==> src/rtl/zuart_param_controller.sv <==
// Parameterised UART transmitter/receiver pair sharing one clock and enable.
// Ports:
//   clk_i, rst_n_i            : clock, asynchronous active-low reset
//   en_i                      : block enable; low parks both FSMs in IDLE
//   tx_valid_i/tx_data_i      : transmit request and payload
//   tx_ready_o/tx_done_o      : accept-ready, end-of-frame pulse
//   tx_pin_o                  : serial line out (idle high)
//   rx_pin_i                  : asynchronous serial line in
//   rx_data_o/rx_valid_o      : last received payload, update pulse
//   rx_parity_err_o/rx_frame_err_o : status, qualified by rx_valid_o
module zuart_param_controller #(
  parameter int unsigned BAUD_DIV  = 16,
  parameter int unsigned DATA_BITS = 8,
  parameter int unsigned PARITY    = 0,
  parameter int unsigned STOP_BITS = 1
) (
  input  logic                 clk_i,
  input  logic                 rst_n_i,
  input  logic                 en_i,
  input  logic                 tx_valid_i,
  input  logic [DATA_BITS-1:0] tx_data_i,
  output logic                 tx_ready_o,
  output logic                 tx_done_o,
  output logic                 tx_pin_o,
  input  logic                 rx_pin_i,
  output logic [DATA_BITS-1:0] rx_data_o,
  output logic                 rx_valid_o,
  output logic                 rx_parity_err_o,
  output logic                 rx_frame_err_o
);

  localparam int unsigned CNT_W = $clog2(BAUD_DIV);
  localparam int unsigned BIT_W = 4;
  localparam logic [CNT_W-1:0] CNT_LAST  = CNT_W'(BAUD_DIV - 1);
  localparam logic [CNT_W-1:0] CNT_PRE   = CNT_W'(BAUD_DIV - 2);
  localparam logic [CNT_W-1:0] CNT_HALF  = CNT_W'(BAUD_DIV / 2 - 1);
  localparam logic [BIT_W-1:0] DATA_LAST = BIT_W'(DATA_BITS - 1);
  localparam logic [BIT_W-1:0] STOP_LAST = BIT_W'(STOP_BITS - 1);
  localparam bit HAS_PAR = (PARITY != 0);
  localparam bit ODD_PAR = (PARITY == 1);

  typedef enum logic [2:0] {S_IDLE, S_START, S_DATA, S_PARITY, S_STOP} state_e;

  state_e               tx_state_q, tx_state_d;
  logic [CNT_W-1:0]     tx_cnt_q, tx_cnt_d;
  logic [BIT_W-1:0]     tx_bit_q, tx_bit_d;
  logic [DATA_BITS-1:0] tx_shift_q, tx_shift_d;
  logic                 tx_par_q, tx_par_d;
  logic                 tx_pin_q, tx_pin_d;
  logic                 tx_ready_q, tx_ready_d;
  logic                 tx_done_q, tx_done_d;
  logic                 tx_bit_end;

  state_e               rx_state_q, rx_state_d;
  logic [CNT_W-1:0]     rx_cnt_q, rx_cnt_d;
  logic [BIT_W-1:0]     rx_bit_q, rx_bit_d;
  logic [DATA_BITS-1:0] rx_shift_q, rx_shift_d;
  logic                 rx_par_q, rx_par_d;
  logic [DATA_BITS-1:0] rx_data_q, rx_data_d;
  logic                 rx_valid_q, rx_valid_d;
  logic                 rx_perr_q, rx_perr_d;
  logic                 rx_ferr_q, rx_ferr_d;
  logic                 rx_meta_q, rx_sync_q, rx_prev_q;
  logic                 rx_bit_end;
  logic                 rx_fall;

  assign tx_bit_end = (tx_cnt_q == CNT_LAST);
  assign rx_bit_end = (rx_cnt_q == CNT_LAST);
  // Falling edge on the synchronised line; needs a high sample first, so a
  // line stuck low after a frame error cannot start a new frame.
  assign rx_fall    = rx_prev_q & ~rx_sync_q;

  // TX next-state: pin value for the next bit is loaded on the last cycle of the current bit.
  always_comb begin
    tx_state_d = tx_state_q;
    tx_cnt_d   = '0;
    tx_bit_d   = tx_bit_q;
    tx_shift_d = tx_shift_q;
    tx_par_d   = tx_par_q;
    tx_pin_d   = tx_pin_q;
    tx_ready_d = 1'b0;
    tx_done_d  = 1'b0;
    if (tx_state_q != S_IDLE) tx_cnt_d = tx_bit_end ? '0 : tx_cnt_q + CNT_W'(1);
    unique case (tx_state_q)
      S_IDLE: begin
        tx_pin_d   = 1'b1;
        tx_ready_d = 1'b1;
        if (tx_valid_i && tx_ready_q) begin
          tx_state_d = S_START;
          tx_pin_d   = 1'b0;
          tx_ready_d = 1'b0;
          tx_shift_d = tx_data_i;
          tx_par_d   = ODD_PAR ? ~^tx_data_i : ^tx_data_i;
        end
      end
      S_START: begin
        if (tx_bit_end) begin
          tx_state_d = S_DATA;
          tx_pin_d   = tx_shift_q[0];
          tx_shift_d = {1'b0, tx_shift_q[DATA_BITS-1:1]};
          tx_bit_d   = '0;
        end
      end
      S_DATA: begin
        if (tx_bit_end) begin
          if (tx_bit_q == DATA_LAST) begin
            tx_bit_d = '0;
            if (HAS_PAR) begin
              tx_state_d = S_PARITY;
              tx_pin_d   = tx_par_q;
            end else begin
              tx_state_d = S_STOP;
              tx_pin_d   = 1'b1;
            end
          end else begin
            tx_pin_d   = tx_shift_q[0];
            tx_shift_d = {1'b0, tx_shift_q[DATA_BITS-1:1]};
            tx_bit_d   = tx_bit_q + BIT_W'(1);
          end
        end
      end
      S_PARITY: begin
        if (tx_bit_end) begin
          tx_state_d = S_STOP;
          tx_pin_d   = 1'b1;
          tx_bit_d   = '0;
        end
      end
      S_STOP: begin
        // Registered pulse must be set one cycle early to land on the last cycle.
        if (tx_cnt_q == CNT_PRE && tx_bit_q == STOP_LAST) tx_done_d = 1'b1;
        if (tx_bit_end) begin
          if (tx_bit_q == STOP_LAST) begin
            tx_state_d = S_IDLE;
            tx_ready_d = 1'b1;
          end else begin
            tx_bit_d = tx_bit_q + BIT_W'(1);
          end
        end
      end
      default: tx_state_d = S_IDLE;
    endcase
    if (!en_i) begin
      tx_state_d = S_IDLE;
      tx_cnt_d   = '0;
      tx_pin_d   = 1'b1;
      tx_ready_d = 1'b0;
      tx_done_d  = 1'b0;
    end
  end

  // RX next-state: one sample per bit, at mid-bit after the start-bit recheck.
  always_comb begin
    rx_state_d = rx_state_q;
    rx_cnt_d   = '0;
    rx_bit_d   = rx_bit_q;
    rx_shift_d = rx_shift_q;
    rx_par_d   = rx_par_q;
    rx_data_d  = rx_data_q;
    rx_valid_d = 1'b0;
    rx_perr_d  = rx_perr_q;
    rx_ferr_d  = rx_ferr_q;
    if (rx_state_q != S_IDLE) rx_cnt_d = rx_bit_end ? '0 : rx_cnt_q + CNT_W'(1);
    unique case (rx_state_q)
      S_IDLE: begin
        if (rx_fall) rx_state_d = S_START;
      end
      S_START: begin
        if (rx_cnt_q == CNT_HALF) begin
          rx_cnt_d = '0;
          if (rx_sync_q) begin
            rx_state_d = S_IDLE;
          end else begin
            rx_state_d = S_DATA;
            rx_bit_d   = '0;
            rx_par_d   = 1'b0;
          end
        end
      end
      S_DATA: begin
        if (rx_bit_end) begin
          rx_shift_d = {rx_sync_q, rx_shift_q[DATA_BITS-1:1]};
          rx_par_d   = rx_par_q ^ rx_sync_q;
          if (rx_bit_q == DATA_LAST) rx_state_d = HAS_PAR ? S_PARITY : S_STOP;
          else                       rx_bit_d   = rx_bit_q + BIT_W'(1);
        end
      end
      S_PARITY: begin
        if (rx_bit_end) begin
          rx_par_d   = rx_par_q ^ rx_sync_q;
          rx_state_d = S_STOP;
        end
      end
      S_STOP: begin
        // Only the first stop bit is checked; a second one just looks like idle.
        if (rx_bit_end) begin
          rx_state_d = S_IDLE;
          rx_data_d  = rx_shift_q;
          rx_valid_d = 1'b1;
          rx_perr_d  = HAS_PAR && (rx_par_q != ODD_PAR);
          rx_ferr_d  = ~rx_sync_q;
        end
      end
      default: rx_state_d = S_IDLE;
    endcase
    if (!en_i) begin
      rx_state_d = S_IDLE;
      rx_cnt_d   = '0;
      rx_valid_d = 1'b0;
    end
  end

  // State registers for both FSMs and the rx_pin_i synchroniser.
  always_ff @(posedge clk_i or negedge rst_n_i) begin
    if (!rst_n_i) begin
      tx_state_q <= S_IDLE;
      tx_cnt_q   <= '0;
      tx_bit_q   <= '0;
      tx_shift_q <= '0;
      tx_par_q   <= 1'b0;
      tx_pin_q   <= 1'b1;
      tx_ready_q <= 1'b0;
      tx_done_q  <= 1'b0;
      rx_state_q <= S_IDLE;
      rx_cnt_q   <= '0;
      rx_bit_q   <= '0;
      rx_shift_q <= '0;
      rx_par_q   <= 1'b0;
      rx_data_q  <= '0;
      rx_valid_q <= 1'b0;
      rx_perr_q  <= 1'b0;
      rx_ferr_q  <= 1'b0;
      rx_meta_q  <= 1'b1;
      rx_sync_q  <= 1'b1;
      rx_prev_q  <= 1'b1;
    end else begin
      tx_state_q <= tx_state_d;
      tx_cnt_q   <= tx_cnt_d;
      tx_bit_q   <= tx_bit_d;
      tx_shift_q <= tx_shift_d;
      tx_par_q   <= tx_par_d;
      tx_pin_q   <= tx_pin_d;
      tx_ready_q <= tx_ready_d;
      tx_done_q  <= tx_done_d;
      rx_state_q <= rx_state_d;
      rx_cnt_q   <= rx_cnt_d;
      rx_bit_q   <= rx_bit_d;
      rx_shift_q <= rx_shift_d;
      rx_par_q   <= rx_par_d;
      rx_data_q  <= rx_data_d;
      rx_valid_q <= rx_valid_d;
      rx_perr_q  <= rx_perr_d;
      rx_ferr_q  <= rx_ferr_d;
      rx_meta_q  <= rx_pin_i;
      rx_sync_q  <= rx_meta_q;
      rx_prev_q  <= rx_sync_q;
    end
  end

  assign tx_ready_o      = tx_ready_q;
  assign tx_done_o       = tx_done_q;
  assign tx_pin_o        = tx_pin_q;
  assign rx_data_o       = rx_data_q;
  assign rx_valid_o      = rx_valid_q;
  assign rx_parity_err_o = rx_perr_q;
  assign rx_frame_err_o  = rx_ferr_q;

endmodule

==> config.mk <==
export PLATFORM = sky130hd
export DESIGN_NAME = zuart_param_controller
export DESIGN_NICKNAME = d
export VERILOG_FILES = /design/src/rtl/zuart_param_controller.sv
export SDC_FILE = /design/constraint.sdc
export NUM_CORES = 1
export LEC_CHECK = 0
export BUFFER_PORTS_ARGS = -buffer_cell sky130_fd_sc_hd__buf_2
export CAP_MARGIN = 20
export CORE_MARGIN = 4
export CORE_UTILIZATION = 40
export CTS_CLUSTER_SIZE = 20
export DETAILED_ROUTE_END_ITERATION = 10
export PLACE_DENSITY = 0.63
export SETUP_SLACK_MARGIN = 0.15
export SYNTH_ARGS = -nofsm -noshare
export SYNTH_HDL_FRONTEND = slang
export SYNTH_SLANG_ARGS = --single-unit
export TNS_END_PERCENT = 20
==> constraint.sdc <==
create_clock -name clk_i -period 2.96 [get_ports clk_i]
set_input_delay 0.592 -clock clk_i [delete_from_list [all_inputs] [get_ports clk_i]]
set_output_delay 0.592 -clock clk_i [all_outputs]
set_load 0.005 [all_outputs]
# --- Word-level counts from Yosys, hierarchy flattened ---
# Cells that the tools add are included.
op_classes:
  add_sub_neg: 4
  eq_ne: 39
  muxes: 59
  n_bitwise: 2
  n_reduce_logical: 19
ops:
  columns: ["operator", "count"]
  rows:
  - ["$mux W4", 17]
  - ["$mux W3", 15]
  - ["$ne A3 B3 Y1 const B", 13]
  - ["$mux W8", 4]
  - ["$pmux W3 S5", 2]
  - ["$pmux W8 S3", 1]
  - ["$ne A2 B2 Y1 const B", 10]
  - ["$add A4 B1 Y4 const B", 4]
  - ["$mux W1", 15]
  - ["$reduce_and A5 Y1", 3]
  - ["$eq A3 B2 Y1 const B", 4]
  - ["$eq A4 B3 Y1 const B", 3]
  - ["$eq A4 B4 Y1 const B", 3]
  - ["$pmux W4 S3", 1]
  - ["$reduce_bool A3 Y1", 4]
  - ["$pmux W4 S2", 1]
  - ["$reduce_and A7 Y1", 1]
  - ["$eq A3 B1 Y1 const B", 2]
  - ["$eq A3 B3 Y1 const B", 2]
  - ["$logic_not A3 Y1", 2]
  - ["$reduce_and A6 Y1", 1]
  - ["$ne A5 B1 Y1 const B", 1]
  - ["$logic_not A4 Y1", 1]
  - ["$pmux W1 S4", 1]
  - ["other kinds (10)", 12]
word_totals:
  ff_bits: 54
  output_inout_bits: 14

# --- Depth between registers and ports, before layout ---
# Gate-level depths: netlist (run 1).
depth:
  ltp_word: 6
  mapped_depth: 7

# --- Least setup slack after synthesis (run 1) ---
# Ideal clock, no wire load.
synth_path:
  kind: "register to register"
  startpoint: "reg tx_cnt_q[0]"
  endpoint: "reg tx_shift_q[2]"
  arrival_time_ns: 1.647
  required_ns: 2.833
  path_slack_ns: 1.186
  path_stages_with_launch: 7
  n_path_buf: 1
  synth_period_minus_slack_ns: 1.774
  path_cell_list: "dfrtp_1 > ha_1 > and3_1 > buf_2 > a21oi_1 > o32ai_4 > mux2_1"
synth_between:
  elab_chain_cells: 3
synth_lines:
  columns: ["element", "line", "rtl"]
  rows:
  - ["from (decl)", "45", "logic [CNT_W-1:0] tx_cnt_q, tx_cnt_d;"]
  - ["from (signal assigned)", "238", "tx_cnt_q <= tx_cnt_d;"]
  - ["$eq A4 B4 Y1 (*)", "67", "assign tx_bit_end = (tx_cnt_q == CNT_LAST);"]
  - ["$ne A2 B2 Y1 (no source line)", null, null]
  - ["$reduce_and A5 Y1 (no source line) (*)", null, null]
  - ["to (signal assigned)", "240", "tx_shift_q <= tx_shift_d;"]
  - ["to (decl)", "47", "logic [DATA_BITS-1:0] tx_shift_q, tx_shift_d;"]
# Mark *: on every way between the ends. The rest lies on a longest branch, timed or not.
# A chain may end at the register's enable or synchronous reset.

# --- Worst setup path in the final report (run 1) ---
layout_path:
  startpoint: "reg tx_cnt_q[0]"
  endpoint: "reg tx_shift_q[7]"
# The elaborated chain is that of the path after synthesis.

==> impl_metrics.yaml, run 1 <==
drt:
  routed_wl_um: 4550
  vias: 1743
  wire_per_inst_um: 13.7
  drcViolationCount: 0
  first_pass_iters: 4
  drtIter0Drc: 55
  ant_nets: 0
  vias_per_cell: 5.27
sta:
  rsz0062_at_grt: "no"
  setup_tns_ns: 0
  setup_violations: 0
  hold_viol_final: 0
  hold_ws_ns: 0.186
  slew_headroom_pct: 65.0
  max_slew.worst_pin.slew_ns: 0.525
  final_max_slew_viol_count: 0
  fin_crit_sh_pct: 64.4
  finClkSkew_ns: 0.00927
  fmax_ghz: 0.525
  period_needed_ns: 1.90
cts:
  cts_setup_buffers: 0
  numCtsBuffers: 5
  clk_path_buf_depth: 2
  tritoncts: "yes"
  clk_latency_ns: 0.30
  cts_max_level: 2
  cts_resized: 0
  root_buffer: "clkbuf_8"
  ctsHoldBuffers: 0
  cts.sinks: 54
  path_clk_slew_ns: 0.10
final_layout:
  drive_above_1_share_pct: 28.3
  area_growth_pct: 11.8
  final_common_cell: "dfrtp_1"
  mostFrequentLayoutCells: "50 x dfrtp_1, 25 x mux2_2, 25 x buf_2"
  fillCellCount: 575
  design_area_um2: 2920
  layout.nets: 272
  diodes: 0
  final_util_pct: 46.0
pwr:
  leakage_nw: 1.36
  total_power_mw: 1.44
  powerDensity_nw_per_um2: 492
  ir_worst_vdd_v: 0.000251
floorplanning:
  fp.dieH_um: 88.9
  start_util_pct: 41.2
  core_area_um2: 6350
  rows: 29
  die_w_um: 88.9
  die-area_um2: 7900
  ios: 27
critical_path:
  worst_setup_path_end_kind: "flip-flop"
  path_max_fanout: 8
  worstPathRequired_ns: 3.16
  criticalPathCategory: "reg -> reg"
  worstPathArrival_ns: 2.10
  cp-start-kind: "flip-flop"
placement:
  placed_area_um2: 2810
  portBuffers: 25
  hpwlAfterDp_um: 3320
  gp_congestion: 0.798
yosys:
  netlist_instances: 228
  syn_area_per_cell_um2: 11.5
  yosys_warnings: 0
  seq_area_frac_synth_pct: 51.9
  synthesis.area_um2: 2620
  ys_async_sr_fraction_pct: 100
  synthDistinctLibCells: 52
  synth_edf_count: 0
  synthesis.nets: 247
  synth_top_flop_cell: "dfrtp_1"
  synth_seq_cells: 54
global_route:
  grt_overflow: 0
  grt_pass1_vias: 1783
  antenna_found_initial: 0
  grt_pass1_wl_um: 8070
  grt_max_degree: 32
  track_usage_pct: 12.9
run:
  cap_violations: 0
worst_hold_path:
  min_path_type: "in -> async"
status:
  status: "completed"
[metrics by stage]
step | setup slack, ns | cells
finish | 1.06 | 331
CTS | 1.04 | 331
global placement | 1.10 | 323
global route | 0.944 | 331
detailed placement | 1.06 | 323
floorplan | 1.19 | 228
[power by group]
part / leakage, nW / internal (mW) / switching, mW / total [mW]
logic: 0.581 / 0.0620 / 0.0617 / 0.124
registers: 0.719 / 0.784 / 0.0279 / 0.812
clock network: 0.0587 / 0.257 / 0.246 / 0.502
[state kept, by name (all words and copies together) (netlist names)]
register / cells
rx_data_o: 8
rx_shift_q: 8
tx_shift_q: 8
rx_bit_q: 4
rx_cnt_q: 4
tx_bit_q: 4
tx_cnt_q: 4
rx_state_q: 3
tx_state_q: 3
rx_frame_err_o: 1
rx_meta_q: 1
rx_prev_q: 1
rx_sync_q: 1
rx_valid_o: 1
tx_done_o: 1
tx_pin_o: 1
tx_ready_o: 1
[critical path: stages (launching register included)]
cell,delay (ns)
dfrtp_1,0.40
ha_1,0.21
and3_1,0.35
a21oi_1,0.16
o32ai_4,0.30
mux2_2,0.39
[worst paths after layout]
check,slack (ns),from,depth (start not counted),endpoint
setup / recovery,1.06,tx_cnt_q[0],5,tx_shift_q[7]
hold / removal,0.19,rst_n_i,1,tx_bit_q[3]
setup reg to reg,1.06,tx_cnt_q[0],5,tx_shift_q[7]
hold reg to reg,0.37,rx_meta_q,0,rx_sync_q
max in group asynchronous,1.88,rst_n_i,3,rx_shift_q[1]
min in group clk_i,0.37,rx_meta_q,0,rx_sync_q
[Yosys cell counts, drive strengths merged, types with 2 or more instances]
library cell  number  share of area (%)
o21a               2               0.57
o211ai             2               0.57
buf                6                1.2
nand2b             4               0.96
a211oi             2               0.57
o32ai              2                1.4
xnor2              3                1.0
a21oi              8                1.7
mux2i              4                1.5
and2               3               0.72
nand3b             3               0.86
a31oi              2               0.48
o22ai              3               0.72
mux2              29                 12
and3               3               0.72
dfstp              4                4.0
nor3b              3                1.3
nor2b              5                1.2
nor2              15                2.2
inv               11                1.6
o31ai              3               0.86
or3b               2               0.67
and3b              2               0.67
nand2              6               0.86
xor2               2               0.67
or2                2               0.48
ha                 6                2.9
nand3             13                2.5
a21boi             2               0.57
o21ai             11                2.1
dfrtp             50                 48
clkbuf             3               0.43
[kinds of logic (layout without fill, tap and decap cells)]
logic type	after synthesis	count (layout)	share of synthesized area, %
adder cells (fa/ha/maj)	6	6	2.87
flip-flops	54	54	51.9
AND/OR/NAND/NOR	66	66	14.7
other	1	1	0.143
multiplexers	33	33	14.0
buffers and inverters	20	46	3.25
AO/OA/AOI/OAI	43	43	11.5
XOR/XNOR	5	5	1.67
[layout make-up]
| cell class | instances | area (um^2) | area share [%] |
|---|---|---|---|
| sequential | 54 | 1360 | 46.4 |
| multi-input combinational | 154 | 1170 | 40.1 |
| timing repair buffer | 27 | 140 | 4.79 |
| tap | 77 | 96.3 | 3.29 |
| clock buffer | 5 | 68.8 | 2.35 |
| clock inverter | 3 | 47.5 | 1.63 |
| inverter | 11 | 41.3 | 1.41 |
[metal layers]
metal / vias up / routed length [um] / global-route usage (%) / part of all wire, %
met5: - / 0 / 0 / 0
met4: 0 / 51 / 4.95 / 1.1
met3: 4 / 198 / 2.61 / 4.4
met2: 32 / 2040 / 19.3 / 45
met1: 844 / 2260 / 18.3 / 50
li1: 863 / - / - / -
No activity file was read; power rests on OpenSTA's default activity.
==> run 2, diff against run 1 <==
--- a/config.mk
+++ b/config.mk
@@ -11,7 +11,7 @@
 export CORE_UTILIZATION = 40
 export CTS_CLUSTER_SIZE = 20
 export DETAILED_ROUTE_END_ITERATION = 10
-export PLACE_DENSITY = 0.63
+export PLACE_DENSITY = 0.65
 export SETUP_SLACK_MARGIN = 0.15
 export SYNTH_ARGS = -nofsm -noshare
 export SYNTH_HDL_FRONTEND = slang
==> constraint.sdc (replaced) <==
create_clock -name clk_i -period 1.6 [get_ports clk_i]
set_input_delay 0.32 -clock clk_i [delete_from_list [all_inputs] [get_ports clk_i]]
set_output_delay 0.32 -clock clk_i [all_outputs]
set_load 0.005 [all_outputs]
==> run 2 against run 1 <==
Compared with the run above: the flow now finishes with violations (negative setup slack); flip-flop and latch count stayed put; hold slack worse by 0.079 ns; cell count up 12%; register-to-register slack lost 1.1 ns; largest power group unchanged; highest routed layer unchanged.
==> impl_metrics.yaml, run 2 (synthesized netlist as in run 1, its figures left out) <==
final_layout:
  layout.nets: 313
  diodes: 0
  final_common_cell: "dfrtp_1"
  mostFrequentLayoutCells: "46 x dfrtp_1, 39 x buf_4, 25 x buf_2"
  area_growth_pct: 29.3
  stdcell_count: 372
  drive_above_1_share_pct: 47.5
sta:
  finClkSkew_ns: 0.00799
  hold_ws_ns: 0.107
  setup_ws_ns: -0.0795
  setup_violations: 9
  setup_tns_ns: -0.531
  final_max_slew_viol_count: 0
  fin_crit_sh_pct: 105
  period_needed_ns: 1.68
  hold_viol_final: 0
  rsz0062_at_grt: "yes"
  fmax_ghz: 0.595
drt:
  drtIter0Drc: 41
  drcViolationCount: 0
  vias: 1886
  wl_met2_um: 2500
  vias_per_cell: 5.07
  routed_wl_um: 5110
  wl_met3_um: 206
  highest_layer: "met4"
  m1WireLength_um: 2350
  wire_per_inst_um: 13.7
  first_pass_iters: 4
  ant_nets: 0
floorplanning:
  die_w_um: 88.9
  die-area_um2: 7900
  start_util_pct: 41.2
  ios: 27
  core_area_um2: 6350
  rows: 29
  fp.dieH_um: 88.9
status:
  status: "finished, violations left"
  violations: "negative setup slack"
worst_hold_path:
  whs_endpoint: "rx_meta_q"
  min_path_type: "in -> reg"
  min_from: "rx_pin_i"
  min_path_cells: 1
global_route:
  grt_pass1_vias: 1951
  antenna_found_initial: 0
  grt_max_degree: 55
  grt_overflow: 0
  track_usage_pct: 14.3
  grt_pass1_wl_um: 8830
critical_path:
  cp-start-kind: "flip-flop"
  path_max_fanout: 4
  rr_endpoint: "rx_state_q[1]"
  worst_r2r_path_depth: 5
  criticalPathCategory: "reg -> reg"
  worstReg2RegStart: "rx_cnt_q[0]"
  rrSetupSlack_ns: -0.08
  worstPathRequired_ns: 1.80
  worst_setup_path_end_kind: "flip-flop"
  worstPathArrival_ns: 1.88
pwr:
  powerDensity_nw_per_um2: 779
  leakage_nw: 1.61
  total_power_mw: 2.64
  ir_worst_vdd_v: 0.000452
run:
  cap_violations: 0
placement:
  placed_cells: 360
  hpwlAfterDp_um: 3610
  portBuffers: 25
  gp_congestion: 0.806
cts:
  clk_latency_ns: 0.31
  path_clk_slew_ns: 0.10
  root_buffer: "clkbuf_8"
  numCtsBuffers: 5
  cts.sinks: 54
  tritoncts: "yes"
  clk_path_buf_depth: 2
  cts_max_level: 2
-- run 2: cell types whose count changed in the layout (fill, tap and decap cells not counted), sizes merged --
cell | before | now
bufinv | 1 | 0
buf | 27 | 67
dlygate4sd3 | 0 | 1
clkinvlp | 0 | 1
-- run 2: how the worst max path moves through the flow --
stage	cells after the start	from	endpoint	slack, ns
after floorplan	5	tx_bit_q[0]	tx_shift_q[1]	-0.09
after global placement	6	tx_bit_q[1]	tx_shift_q[1]	-0.05
after detailed placement	6	tx_bit_q[0]	tx_shift_q[2]	-0.09
after CTS	6	tx_bit_q[0]	tx_shift_q[3]	-0.08
after global routing	5	rx_cnt_q[0]	rx_bit_q[3]	-0.14
final	5	rx_cnt_q[0]	rx_state_q[1]	-0.08
-- run 2: stage by stage --
step	util (%)	area [um^2]	setup slack, ns
finish	53.3	3380	-0.0795
global route	53.3	3380	-0.139
CTS	52.3	3320	-0.0815
detailed placement	49.5	3140	-0.0871
global placement	49.5	3140	-0.0468
floorplan	-	2650	-0.0874
-- run 2: layout make-up --
type / instances / area (um^2)
well taps: 77 / 96.3
flip-flops and latches: 54 / 1360
clock buffers: 5 / 68.8
inverters: 11 / 41.3
repair buffers: 68 / 479
fillers: 544 / 2970
multi-input cells: 154 / 1310
clock inverters: 3 / 25.0
-- run 2: routing by layer --
| layer | track usage (%) | vias up |
|---|---|---|
| met5 | 0 | - |
| met4 | 4.12 | 0 |
| met3 | 4.38 | 6 |
| met2 | 23.2 | 21 |
| met1 | 18.3 | 920 |
| li1 | - | 939 |
-- run 2: what timing repair did --
item / in CTS / in global routing
pin swaps: 7 / 6
endpoints found under the setup margin: 38 / 43
hold buffers: 1 / 0
gates resized for setup: 15 / 16
endpoints found under the hold margin: 22 / 0
setup buffers: 3 / 0
-- run 2: worst max-delay path, cell delays in order (launching register included) --
cell     delay (ns)
dfrtp_1        0.40
ha_1           0.22
and3b_1        0.23
a221o_1        0.38
and2_1         0.17
o21a_1         0.18
-- run 2: power breakdown --
group          switching [mW]  internal [mW]
Sequential             0.0598           1.45
Combinational           0.142          0.202
Clock                   0.463          0.317
==> run 3, diff against run 2 <==
--- a/config.mk
+++ b/config.mk
@@ -5,6 +5,7 @@
 export SDC_FILE = /design/constraint.sdc
 export NUM_CORES = 1
 export LEC_CHECK = 0
+export ABC_AREA = 1
 export BUFFER_PORTS_ARGS = -buffer_cell sky130_fd_sc_hd__buf_2
 export CAP_MARGIN = 20
 export CORE_MARGIN = 4
==> run 3 against run 2 <==
Compared with the run above: register-to-register slack improved by 0.26 ns; routed wire length increased by 16%; the run now ends clean; largest cell class is now multi-input gates; cell count increased by 29%; clock skew decreased by 0.0049 ns; final area decreased by 0.92%; hold slack got worse by 0.011 ns; clock-buffer cell count unchanged; synthesized area increased by 4.9%; fmax increased by 18%.
==> impl_metrics.yaml, run 3 <==
worst_hold_path:
  min_path_type: "in -> reg"
  whs_endpoint: "rx_meta_q"
  min_from: "rx_pin_i"
  min_path_cells: 1
sta:
  finClkSkew_ns: 0.00309
  setup_tns_ns: 0
  period_needed_ns: 1.42
  fin_crit_sh_pct: 88.6
  setup_violations: 0
  hold_viol_final: 0
  final_max_slew_viol_count: 0
  rsz0062_at_grt: "yes"
  fmax_ghz: 0.705
yosys:
  syn_area_per_cell_um2: 7.77
  synth_seq_cells: 54
  synth_edf_count: 0
  seq_area_frac_synth_pct: 49.4
  synth_top_flop_cell: "dfrtp_1"
  synth_area_leader_cell: "dfrtp_1"
  ys_async_sr_fraction_pct: 100
  yosys_warnings: 0
  synth.most_common_cell: "nand2_1"
  synthesis.area_um2: 2740
  netlist_instances: 353
  yosysTopAreaCellShare_pct: 45.6
  synth_common_cells: "123 x nand2_1, 50 x dfrtp_1, 48 x nor2_1"
  synthDistinctLibCells: 30
  synthesis.nets: 372
  synthTopCellsByArea: "dfrtp_1 46%, nand2_1 17%, nor2_1 6.6%, dfstp_2 3.8%, inv_1 3.4%"
placement:
  hpwlAfterDp_um: 3970
  placed_cells: 457
  portBuffers: 25
  gp_congestion: 0.854
final_layout:
  layout.nets: 420
  mostFrequentLayoutCells: "116 x nand2_1, 43 x dfrtp_1, 37 x nor2_1"
  multi_input_area_um2: 1390
  area_growth_pct: 22.1
  diodes: 0
  stdcell_count: 479
  final_common_cell: "nand2_1"
  fillCellCount: 612
  final_util_pct: 51.6
  drive_above_1_share_pct: 28.1
  ff_latch_area_um2: 1370
cts:
  root_buffer: "clkbuf_8"
  cts_max_level: 2
  path_clk_slew_ns: 0.10
  numCtsBuffers: 5
  tritoncts: "yes"
  clk_latency_ns: 0.31
  clk_path_buf_depth: 2
  cts.sinks: 54
critical_path:
  cp-start-kind: "flip-flop"
  worst_r2r_path_depth: 8
  worst_path_max_delay_cell: "dfrtp_1"
  criticalPathCategory: "reg -> reg"
  worstReg2RegStart: "tx_cnt_q[1]"
  worstPathRequired_ns: 1.81
  worst_setup_path_end_kind: "flip-flop"
  path_max_fanout: 4
  worstPathArrival_ns: 1.63
  rr_endpoint: "tx_state_q[0]"
  max_stage_delay_ns: 0.40
  cp_cell_sequence: "ha_2 > nand3_4 > nand2_2 > nor2_2 > nor2_2 > nand3_2 > nand2_1 > nand2_1"
  rrSetupSlack_ns: 0.18
drt:
  first_pass_iters: 5
  routed_wl_um: 5920
  wire_per_inst_um: 12.3
  vias: 2415
  drcViolationCount: 0
  drtIter0Drc: 128
  vias_per_cell: 5.04
  ant_nets: 0
global_route:
  antenna_found_initial: 0
  track_usage_pct: 14.0
  grt_pass1_vias: 2201
  grt_max_degree: 55
  grt_overflow: 0
  grt_pass1_wl_um: 9670
floorplanning:
  rows: 29
  start_util_pct: 42.2
  fp.dieH_um: 90.8
  die_w_um: 90.8
  core_area_um2: 6490
  die-area_um2: 8250
  ios: 27
pwr:
  powerDensity_nw_per_um2: 1300
  ir_worst_vdd_v: 0.000845
  leakage_nw: 1.71
run:
  cap_violations: 0
status:
  status: "completed"
run 3: cell count changes in the layout (fill, tap and decap cells not counted), sizes merged, moves of 5 or more:
cell,before,now
nor2b,5,0
nand2,6,127
mux2,29,2
o21ai,11,17
nand3,13,20
nand4,1,9
nor2,15,52
buf,67,45
nor3,1,8
inv,12,30
run 3: power breakdown:
| part | leakage (nW) | internal, mW | switching (mW) |
|---|---|---|---|
| sequential | 0.714 | 1.58 | 0.185 |
| combinational | 0.950 | 0.648 | 1.15 |
| clock | 0.0441 | 0.309 | 0.468 |
| total | 1.71 | 2.54 | 1.80 |
run 3: per-stage QoR:
stage | hold slack (ns) | power [mW] | worst slack, ns | instance area [um^2]
after global placement | 0.339 | 3.24 | 0.112 | 3000
after detailed placement | 0.339 | 3.27 | 0.0762 | 3000
after CTS | 0.0852 | 4.09 | 0.116 | 3130
final | 0.0963 | 4.34 | 0.182 | 3350
after global routing | 0.0800 | 4.72 | 0.0823 | 3350
after floorplan | 0.0244 | 2.88 | 0.245 | 2740
run 3: final cells by class:
type                            count  area share (%)
Multi-Input combinational cell    263            41.3
Sequential cell                    54            40.7
Timing Repair Buffer               46            8.89
Inverter                           31            3.47
Tap cell                           77            2.88
Clock buffer                        5            2.05
Clock inverter                      3           0.635
run 3: worst max-delay path: cells and delay by family (launching register included):
family        cells  cell delay, ns
fa+ha+maj         1            0.23
flops             1            0.40
simple gates      7            0.68
run 3: worst max-delay path by stage:
stage           startpoint  slack, ns  cells past startpoint            end
2_1_floorplan  tx_cnt_q[0]       0.24                      8  tx_state_q[2]
6_report       tx_cnt_q[1]       0.18                      8  tx_state_q[0]
4_1_cts        rx_cnt_q[0]       0.12                      8  rx_state_q[0]
3_3_place_gp   tx_cnt_q[0]       0.11                      8  tx_state_q[2]
3_5_place_dp   tx_bit_q[1]       0.08                      8  tx_state_q[0]
5_1_grt        tx_cnt_q[1]       0.08                      8  tx_state_q[0]
run 3: timing repair:
item | CTS | global route
hold buffers | 1 | 0
hold endpoints to repair | 50 | 0
buffers inserted | 3 | 10
endpoints found under the setup margin | 18 | 42
pin swaps | 0 | 10
gates resized for setup | 2 | 44
run 3: metal layers:
| layer | global-route usage [%] | wire, um | part of all wire (%) | up-vias |
|---|---|---|---|---|
| met1 | 18.7 | 2780 | 47 | 1149 |
| met4 | 4.77 | 85 | 1.4 | 0 |
| met5 | 0 | 0 | 0 | - |
| met2 | 22.5 | 2830 | 48 | 47 |
| li1 | - | - | - | 1211 |
| met3 | 3.17 | 222 | 3.8 | 8 |
run 3: logic make-up after synthesis:
| group | after synthesis | synth area share, % |
|---|---|---|
| adders and majority gates | 6 | 2.74 |
| and+or+nand+nor | 219 | 34.2 |
| other | 1 | 0.137 |
| buffers and inverters | 36 | 5.33 |
| xor gates and xnor gates | 5 | 1.60 |
| AOI/OAI and AO/OA | 30 | 5.70 |
| muxes | 2 | 0.821 |
| DFF | 54 | 49.4 |
